==> src/rtl/cond_branch_unit.sv <==
// Branch resolution in ID: holds the architectural NZCV register, evaluates B.cond
// against forwarded EX flags, zero-tests CBZ/CBNZ operands, and counts taken branches.
module cond_branch_unit #(
   parameter int DATA_WIDTH = 64,
   parameter int CNT_WIDTH  = 16
) (
   input  logic                  clk,
   input  logic                  reset,
   input  logic                  ex_valid,
   input  logic                  ex_set_flags,
   input  logic [3:0]            ex_nzcv,
   input  logic                  id_valid,
   input  logic                  id_stall,
   input  logic                  id_flush,
   input  logic [1:0]            id_br_type,
   input  logic [3:0]            id_cond,
   input  logic [DATA_WIDTH-1:0] id_reg_val,
   output logic [3:0]            nzcv_q,
   output logic                  br_valid_q,
   output logic                  br_taken_q,
   output logic [CNT_WIDTH-1:0]  taken_cnt_q
);

   logic       flag_write;
   logic [3:0] eff_flags;
   logic       flag_n;
   logic       flag_z;
   logic       flag_c;
   logic       flag_v;
   logic       cond_pass;
   logic       cond_true;
   logic       issue;
   logic       cnt_max;

   // EX is one instruction older than ID, so its flags take precedence over the register.
   assign flag_write = ex_valid & ex_set_flags;
   assign eff_flags  = flag_write ? ex_nzcv : nzcv_q;
   assign {flag_n, flag_z, flag_c, flag_v} = eff_flags;

   always_comb begin
      cond_pass = 1'b0;
      case (id_cond)
         4'b0000: cond_pass = flag_z;
         4'b0001: cond_pass = ~flag_z;
         4'b0010: cond_pass = flag_c;
         4'b0011: cond_pass = ~flag_c;
         4'b0100: cond_pass = flag_n;
         4'b0101: cond_pass = ~flag_n;
         4'b0110: cond_pass = flag_v;
         4'b0111: cond_pass = ~flag_v;
         4'b1000: cond_pass = flag_c & ~flag_z;
         4'b1001: cond_pass = ~flag_c | flag_z;
         4'b1010: cond_pass = (flag_n == flag_v);
         4'b1011: cond_pass = (flag_n != flag_v);
         4'b1100: cond_pass = ~flag_z & (flag_n == flag_v);
         4'b1101: cond_pass = flag_z | (flag_n != flag_v);
         default: cond_pass = 1'b1;
      endcase
   end

   always_comb begin
      cond_true = 1'b0;
      case (id_br_type)
         2'b01:   cond_true = cond_pass;
         2'b10:   cond_true = ~(|id_reg_val);
         2'b11:   cond_true = |id_reg_val;
         default: cond_true = 1'b0;
      endcase
   end

   assign issue   = id_valid & ~id_stall & ~id_flush & (id_br_type != 2'b00);
   assign cnt_max = &taken_cnt_q;

   always_ff @(posedge clk) begin
      if (reset) begin
         nzcv_q      <= 4'b0000;
         br_valid_q  <= 1'b0;
         br_taken_q  <= 1'b0;
         taken_cnt_q <= '0;
      end else begin
         if (flag_write) begin
            nzcv_q <= ex_nzcv;
         end
         // Decision outputs are single-cycle pulses; nothing is held when no branch issues.
         br_valid_q <= issue;
         br_taken_q <= issue & cond_true;
         if (issue & cond_true & ~cnt_max) begin
            taken_cnt_q <= taken_cnt_q + CNT_WIDTH'(1);
         end
      end
   end

endmodule

==> config.mk <==
export PLATFORM = sky130hd
export DESIGN_NAME = cond_branch_unit
export DESIGN_NICKNAME = d
export VERILOG_FILES = /design/src/rtl/cond_branch_unit.sv
export SDC_FILE = /design/constraint.sdc
export NUM_CORES = 1
export LEC_CHECK = 0
export ABC_CLOCK_PERIOD_IN_PS = 7200
export CAP_MARGIN = 25
export CORE_UTILIZATION = 38
export CTS_BUF_LIST = sky130_fd_sc_hd__clkbuf_4 sky130_fd_sc_hd__clkbuf_8
export CTS_CLUSTER_DIAMETER = 50
export DETAILED_ROUTE_END_ITERATION = 8
export HOLD_SLACK_MARGIN = 0.02
export PLACE_DENSITY = 0.88
export SLEW_MARGIN = 20
export SYNTH_ARGS = -nofsm -noshare
export SYNTH_HDL_FRONTEND = slang
export SYNTH_SLANG_ARGS = --single-unit
==> constraint.sdc <==
create_clock -name clk -period 7.2 [get_ports clk]
set_clock_uncertainty 0.1 [all_clocks]
set_input_delay 1.08 -clock clk [delete_from_list [all_inputs] [get_ports clk]]
set_output_delay 1.08 -clock clk [all_outputs]
set_load 0.02 [all_outputs]
After elaboration in Yosys (flattened, before gate mapping)

Cells that the tools add are included.

Output and inout bits: 22
Logic and storage cells: 48
Flip-flop bits (word level): 22

Reduce and logical (&&, ||, !) cells: 4
Add/sub/neg operators: 1
Eq/ne operators: 18
Multiplexer cells: 3
Bitwise operators: 18

Operator list:

| kind                                                             | number |
|---|---|
| 64-bit OR reduction                                              | 1 |
| 4-bit == test (second input constant)                            | 6 |
| 16-bit by 1-bit adder with 16-bit output (second input constant) | 1 |
| 4-bit by 3-bit == test with 1-bit output (second input constant) | 4 |
| 16-bit AND reduction                                             | 1 |
| 1-bit one-hot mux with 14 select lines                           | 1 |
| 1-bit AND                                                        | 8 |
| 4-bit by 2-bit == test with 1-bit output (second input constant) | 2 |
| 1-bit inverter                                                   | 8 |
| 2-bit == test (second input constant)                            | 2 |
| 4-bit by 1-bit == test with 1-bit output (second input constant) | 1 |
| 4-bit logical NOT                                                | 1 |
| 4-bit 2-to-1 mux                                                 | 1 |
| 1-bit one-hot mux with 3 select lines                            | 1 |
| 2-bit by 1-bit == test with 1-bit output (second input constant) | 1 |
| 1-bit OR                                                         | 2 |
| 2-bit nonzero test                                               | 1 |
| 1-bit == test                                                    | 1 |
| 1-bit inequality test                                            | 1 |

Longest topological paths before layout

Gate-level depths: netlist (run 1).

Depth in word-level cells: 8
Depth in mapped cells: 10

Worst setup path after synthesis (run 1)

OpenSTA, ideal clock, no wires.

Path kind: input to register
From: in id_reg_val[12]
To: reg taken_cnt_q[5]
Data arrival time: 3076 ps
Setup slack: 3903 ps
Cell stages on the path: 9
Library setup time: 121 ps
Buffers on the path: 1
Cell sequence: nor4_1 -> nand4_1 -> or4_1 -> nor2_2 -> xor2_2 -> nand3b_2 -> buf_6 -> nor3_1 -> mux2_2

Cells in the longest elaborated chain, start to end: 5

Ends and longest elaborated chain:

| item                                      | RTL line | source |
|---|---|---|
| start, declared                           | 17       | `input logic [DATA_WIDTH-1:0] id_reg_val,` |
| 64-bit OR reduction (*)                   | 65, 66   |  |
| 1-bit inverter                            | 65       | `2'b10: cond_true = ~(\|id_reg_val);` |
| 1-bit one-hot mux with 3 select lines (*) | 63       | `case (id_br_type)` |
| 1-bit AND (*) (2 in series)               | 87       | `if (issue & cond_true & ~cnt_max) begin` |
| end signal, assigned                      | 88       | `taken_cnt_q <= taken_cnt_q + CNT_WIDTH'(1);` |
| end, declared                             | 21       | `output logic [CNT_WIDTH-1:0] taken_cnt_q` |

Every way passes the cells marked *; elsewhere a longest branch is shown, timed or not.
A chain may end at the register's enable or synchronous reset.

Final worst setup path (run 1)

From: in ex_valid
To: reg taken_cnt_q[15]

Cells in the longest elaborated chain, start to end: 8

Ends and longest elaborated chain:

| item                                          | RTL line | source |
|---|---|---|
| start, declared                               | 9        | `input logic ex_valid,` |
| 1-bit AND (*)                                 | 36       | `assign flag_write = ex_valid & ex_set_flags;` |
| 4-bit 2-to-1 mux (*)                          | n/a      |  |
| 1-bit inequality test (tied with other cells) | 54, 56   |  |
| 1-bit OR (tied with other cells)              | 56       | `4'b1101: cond_pass = flag_z \| (flag_n != flag_v);` |
| 1-bit one-hot mux with 14 select lines (*)    | 42       | `case (id_cond)` |
| 1-bit one-hot mux with 3 select lines (*)     | 63       |  |
| 1-bit AND (*) (2 in series)                   | 87       |  |

Marks and branches as above.

==> flow_metrics.tcl, run 1 <==
set metrics [dict create \
    p_leak_nw 0.853 \
    hold_depth 2 \
    postCtsSetupBuffers 0 \
    pwr-share-clk_pct 26.3 \
    antenna_cells 0 \
    nNetsFinal 347 \
    fp.coreArea_mm2 0.00342 \
    slew_headroom_pct 43.9 \
    first_iter_violations 128 \
    cts_tree "done" \
    maxCapViolations 0 \
    power_per_cell_area_mw_per_mm2 108 \
    drt-pass1-iter-count 4 \
    die_w_um 62.5 \
    yosysUniqueCellTypes 40 \
    met3_usage_pct 2.92 \
    drv_slew 0 \
    synth.yosys.seq_area_share_pct 31.7 \
    dpl.cell_count 306 \
    cts_resized 0 \
    drc 0 \
    ant_nets 0 \
    busiest_layer "met2" \
    clock_latency_ps 320 \
    grt_max_degree 27 \
    yosys_warnings 0 \
    area_delta_synth_final_pct 78.5 \
    syn_nets 247 \
    clk_pin_slew_ps 130 \
    arrival_ps 3960 \
    grt_pass1_wl_mm 7.25 \
    hold_viol 0 \
    initial_core_util_pct 40.7 \
    min_path_type "flop to flop" \
    gp_congestion 0.841 \
    htreeDepth 1 \
    grt_use_total_pct 23.2 \
    rsz0062_at_grt "false" \
    syn_area_per_cell_um2 8.42 \
    outcome "completed" \
    layout-drive-gt1-share_pct 7.20 \
    gr-usage-met1_pct 24.5 \
    critPathMaxFanout 26 \
    worstMarginPinSlew_ps 839 \
    avgRoutedWirePerCell_um 14.3 \
    place_hpwl_mm 3.69 \
    vdd_drop_max_uv 50.9 \
    globalRouteMet2Util_pct 45.4 \
    synth_ff_type "dfxtp_1" \
    synth_top_cell_area_share_pct 31.7 \
    cts_made_buffers 3 \
    vias 1716 \
    clkSinkCount 22 \
    clk_path_buf_depth 2 \
    path_class "input port to flop" \
    fmax_mhz 261 \
    min_period_ps 3820 \
    setup_viol 0 \
    final_cell_mix "clkdlybuf4s50_1 (102), dfxtp_1 (22), nor4_1 (17), nor2_1 (13), a21oi_1 (11)" \
    regToRegSetupSlack_ps 4370 \
    start_kind "input port" \
    antenna_found_initial 0 \
    synth_edf_count 0 \
    io_pins 103 \
    fin_setup_tns_ps 0 \
    cts_hold_buf 0 \
    syn-cell-area_mm2 0.00139 \
    pwr-share-comb_pct 27.1 \
    crit_required_ps 7330 \
    p_sw_mw 0.0633 \
    finalWirelength_mm 4.45 \
    die_area_mm2 0.00390 \
    crit_path_end_kind "flop" \
    rows 21 \
    grt.overflow.total 0 \
    fin_cells 310 \
    cts-root-buf "clkbuf_4" \
    r2r_cells 8 \
    synth_area_leaders "dfxtp_1 (32%), nor4_1 (7.7%), a21oi_1 (4.0%), o31ai_1 (3.8%), or4_1 (3.8%)" \
    drt-vias-per-instance 5.54 \
    seq_power_share_pct 46.6 \
    grt_pass1_vias 1703 \
    min_period_over_period_pct 53.1 \
    switching_share_pct 23.7 \
    die_y_um 62.5 \
    synth_top_area_cell "dfxtp_1" \
    synth_seq_cells 22 \
    layout_commonest_cell "clkdlybuf4s50_1" \
    syn_inst 165 \
    internal_power_mw 0.204 \
    port_buffers 102 \
    async_reset_ff_share_pct 0 \
]
==> worst paths after layout <==
path | start | endpoint
worst min-delay path | taken_cnt_q[11]$_SDFFE_PP0P_ | taken_cnt_q[11]$_SDFFE_PP0P_
worst min register to register | taken_cnt_q[11]$_SDFFE_PP0P_ | taken_cnt_q[11]$_SDFFE_PP0P_
worst max-delay path | ex_valid | taken_cnt_q[15]$_SDFFE_PP0P_
worst max register to register | nzcv_q[3]$_SDFF_PP0_ | taken_cnt_q[15]$_SDFFE_PP0P_
==> metrics by stage <==
| step | power, mW | area, um^2 | util, % | setup WS (ps) | hold slack (ps) |
|---|---|---|---|---|---|
| after CTS | 0.268 | 2480 | 72.6 | 3390 | 411 |
| final | 0.267 | 2480 | 72.6 | 3380 | 409 |
| after detailed placement | 0.200 | 2440 | 71.6 | 3050 | 393 |
| after global routing | 0.278 | 2480 | 72.6 | 3200 | 441 |
| after global placement | 0.198 | 2430 | 71.2 | 3100 | 384 |
| after floorplan | 0.147 | 1390 | - | 3900 | 459 |
==> power groups by stage <==
stage	Combinational, mW	Clock [mW]	Sequential [mW]
after detailed placement	0.0725	0	0.127
after floorplan	0.0182	0	0.129
after CTS	0.0728	0.0705	0.125
after global placement	0.0706	0	0.127
final	0.0724	0.0704	0.125
after global routing	0.0777	0.0759	0.125
==> synthesized netlist by cell type (all sizes together) (2+ instances only) <==
cell type / count
o21ai: 2
dfxtp: 22
a21oi: 11
and2: 2
nand4: 5
nor3: 6
o31a: 3
or4: 7
nor4: 17
nand2: 10
o31ai: 7
o21a: 3
mux2i: 5
xor2: 2
nor2b: 6
buf: 5
mux2: 4
nor2: 14
xnor2: 2
or3: 2
mux4: 2
nand3: 10
clkbuf: 3
and3: 5
==> cell type report <==
| class | count | area [um^2] |
|---|---|---|
| clock buffer | 4 | 36.3 |
| fill | 272 | 935 |
| inverter | 1 | 3.75 |
| multi-input combinational | 134 | 911 |
| sequential | 22 | 440 |
| tap | 46 | 57.6 |
| timing repair buffer | 103 | 1030 |
==> cell families after synthesis <==
logic type,synth area share [%]
adder cells (fa/ha/maj),0.900
multiplexers,10.4
XOR/XNOR,3.06
AND/OR/NAND/NOR,35.7
buffers and inverters,3.15
flip-flops,31.7
AO/OA/AOI/OAI,15.1
==> metal layers <==
layer,wire length (um),part of all wire (%)
met2,2500,56
met4,91,2.0
met3,261,5.9
met5,0,0
met1,1600,36
==> critical path, cell delays in order <==
cell	delay, ps
clkdlybuf4s50_1	440
nand2_2	190
mux2i_2	310
a21oi_1	100
mux4_2	460
o221ai_2	200
nand3b_2	400
or4_1	620
a21oi_1	160
==> registers in the layout, summed over array words and instances (netlist names) <==
signal and count:
br_taken_q 1, taken_cnt_q 16, br_valid_q 1, nzcv_q 4
Note: power is estimated with default switching activity, not from simulation.
==> inputs of run 2 (changes only) <==
Settings changed: ABC_CLOCK_PERIOD_IN_PS 7200 to 3400, CORE_UTILIZATION 38 to 32, PLACE_DENSITY 0.88 to 0.79.
Clock period 7.2 ns to 3.4 ns, I/O delays scaled along.
==> flow_metrics.tcl, run 2 (synthesis gave the netlist of run 1 again) <==
set metrics [dict create \
    outcome "completed" \
    critPathBufInv 2 \
    pwr-share-clk_pct 27.8 \
    crit_required_ps 3470 \
    setup_viol 0 \
    clk_path_buf_depth 2 \
    dpl.cell_count 313 \
    vias 1738 \
    seq_power_share_pct 45.5 \
    critPathMaxFanout 20 \
    initial_core_util_pct 34.0 \
    p_sw_mw 0.132 \
    die_y_um 67.9 \
    min_period_over_period_pct 90.8 \
    pre_cts_ws_ps 40.1 \
    grt_use_total_pct 19.8 \
    crit_path_end_kind "flop" \
    cp_slowest_cell "or4_1" \
    hold_depth 2 \
    finalWirelength_mm 4.45 \
    fin_setup_tns_ps 0 \
    slew_headroom_pct 42.5 \
    arrival_ps 3160 \
    max_stage_delay_ps 500 \
    layout_commonest_cell "clkdlybuf4s50_1" \
    min_path_type "flop to flop" \
    crit_path_cell_trace "clkdlybuf4s50_1, nand2_2, o32a_1, mux4_2, o221ai_2, nand3b_2, buf_12, or4_1, a21oi_1" \
    maxCapViolations 0 \
    place_area_mm2 0.00248 \
    internal_power_mw 0.448 \
    path_class "input port to flop" \
    htreeDepth 1 \
    cts-root-buf "clkbuf_8" \
    grt_max_degree 24 \
    largest_reg_flops 16 \
    worst_slack_ps 312 \
    vdd_drop_max_uv 125 \
    ant_nets 0 \
    cp.depth 9 \
    hold_viol 0 \
    antenna_found_initial 0 \
    hold_slack_ps 401 \
    clock_latency_ps 260 \
    start_kind "input port" \
    antenna_cells 0 \
    grt_pass1_wl_mm 6.91 \
    postCtsSetupBuffers 0 \
    nNetsFinal 350 \
    worstMarginPinSlew_ps 859 \
    die_w_um 67.9 \
    grt_pass1_vias 1620 \
    drv_slew 0 \
    rsz0062_at_grt "false" \
    drt-vias-per-instance 5.50 \
    area_delta_synth_final_pct 81.5 \
    p_leak_nw 0.873 \
    fmax_mhz 324 \
    fp.coreArea_mm2 0.00409 \
    cts_tree "done" \
    avgRoutedWirePerCell_um 14.1 \
    grt.overflow.total 0 \
    clk_pin_slew_ps 70 \
    top_register "taken_cnt_q" \
    rows 23 \
    pwr-share-comb_pct 26.7 \
    cts_resized 0 \
    power_per_cell_area_mw_per_mm2 230 \
    layout-drive-gt1-share_pct 7.89 \
    min_period_ps 3090 \
    die_area_mm2 0.00461 \
    place_hpwl_mm 3.68 \
    r2r_cells 9 \
    postLayoutCellArea_mm2 0.00252 \
    cts_made_buffers 3 \
    cts_hold_buf 0 \
    drt-pass1-iter-count 4 \
    first_iter_violations 112 \
    path_delay_family "simple AND/OR/NAND/NOR gates" \
    switching_share_pct 22.8 \
    clkSinkCount 22 \
    port_buffers 102 \
    gp_congestion 0.839 \
    io_pins 103 \
    largestRegisters "taken_cnt_q (16), nzcv_q (4)" \
    final_cell_mix "clkdlybuf4s50_1 (102), dfxtp_1 (22), nor4_1 (17), nor2_1 (13), a21oi_1 (11)" \
    fin_cells 316 \
    drc 0 \
]
## run 2: area by class of cell
class | count | area [um^2]
multi-input combinational | 134 | 911
sequential | 22 | 440
fill | 383 | 1560
inverter | 1 | 3.75
timing repair buffer | 106 | 1060
clock buffer | 3 | 41.3
tap | 50 | 62.6
## run 2: worst min-delay path, delay by kind of cell, from the launching register on
family | cells | cell delay, ps
AOI/OAI and AO/OA | 2 | 130
DFF | 1 | 330
## run 2: per-stage QoR
stage / util [%] / total power [mW]
2_1_floorplan: - / 0.312
3_3_place_gp: 60.7 / 0.422
3_5_place_dp: 60.7 / 0.425
4_1_cts: 61.7 / 0.586
5_1_grt: 61.7 / 0.607
6_report: 61.7 / 0.580
## run 2: path summary, 6_finish.rpt
path	slack [ps]	end	from
worst max-delay path	310	taken_cnt_q[15]$_SDFFE_PP0P_	ex_valid
worst min-delay path	400	taken_cnt_q[15]$_SDFFE_PP0P_	taken_cnt_q[15]$_SDFFE_PP0P_
worst max register to register	780	taken_cnt_q[15]$_SDFFE_PP0P_	nzcv_q[0]$_SDFF_PP0_
worst min register to register	400	taken_cnt_q[15]$_SDFFE_PP0P_	taken_cnt_q[15]$_SDFFE_PP0P_
## run 2: power by group through the flow
stage	registers, mW	clock network (mW)	logic, mW
4_1_cts	0.264	0.166	0.156
3_5_place_dp	0.270	0	0.155
2_1_floorplan	0.273	0	0.0386
3_3_place_gp	0.270	0	0.152
5_1_grt	0.264	0.176	0.166
6_report	0.264	0.161	0.155
## run 2: metal layers
metal | GRT usage [%] | routed length, um | share of wire (%)
met1 | 20.8 | 1670 | 38
met2 | 37.5 | 2360 | 53
met3 | 6.33 | 354 | 8.0
met4 | 5.21 | 59 | 1.3
met5 | 0 | 0 | 0
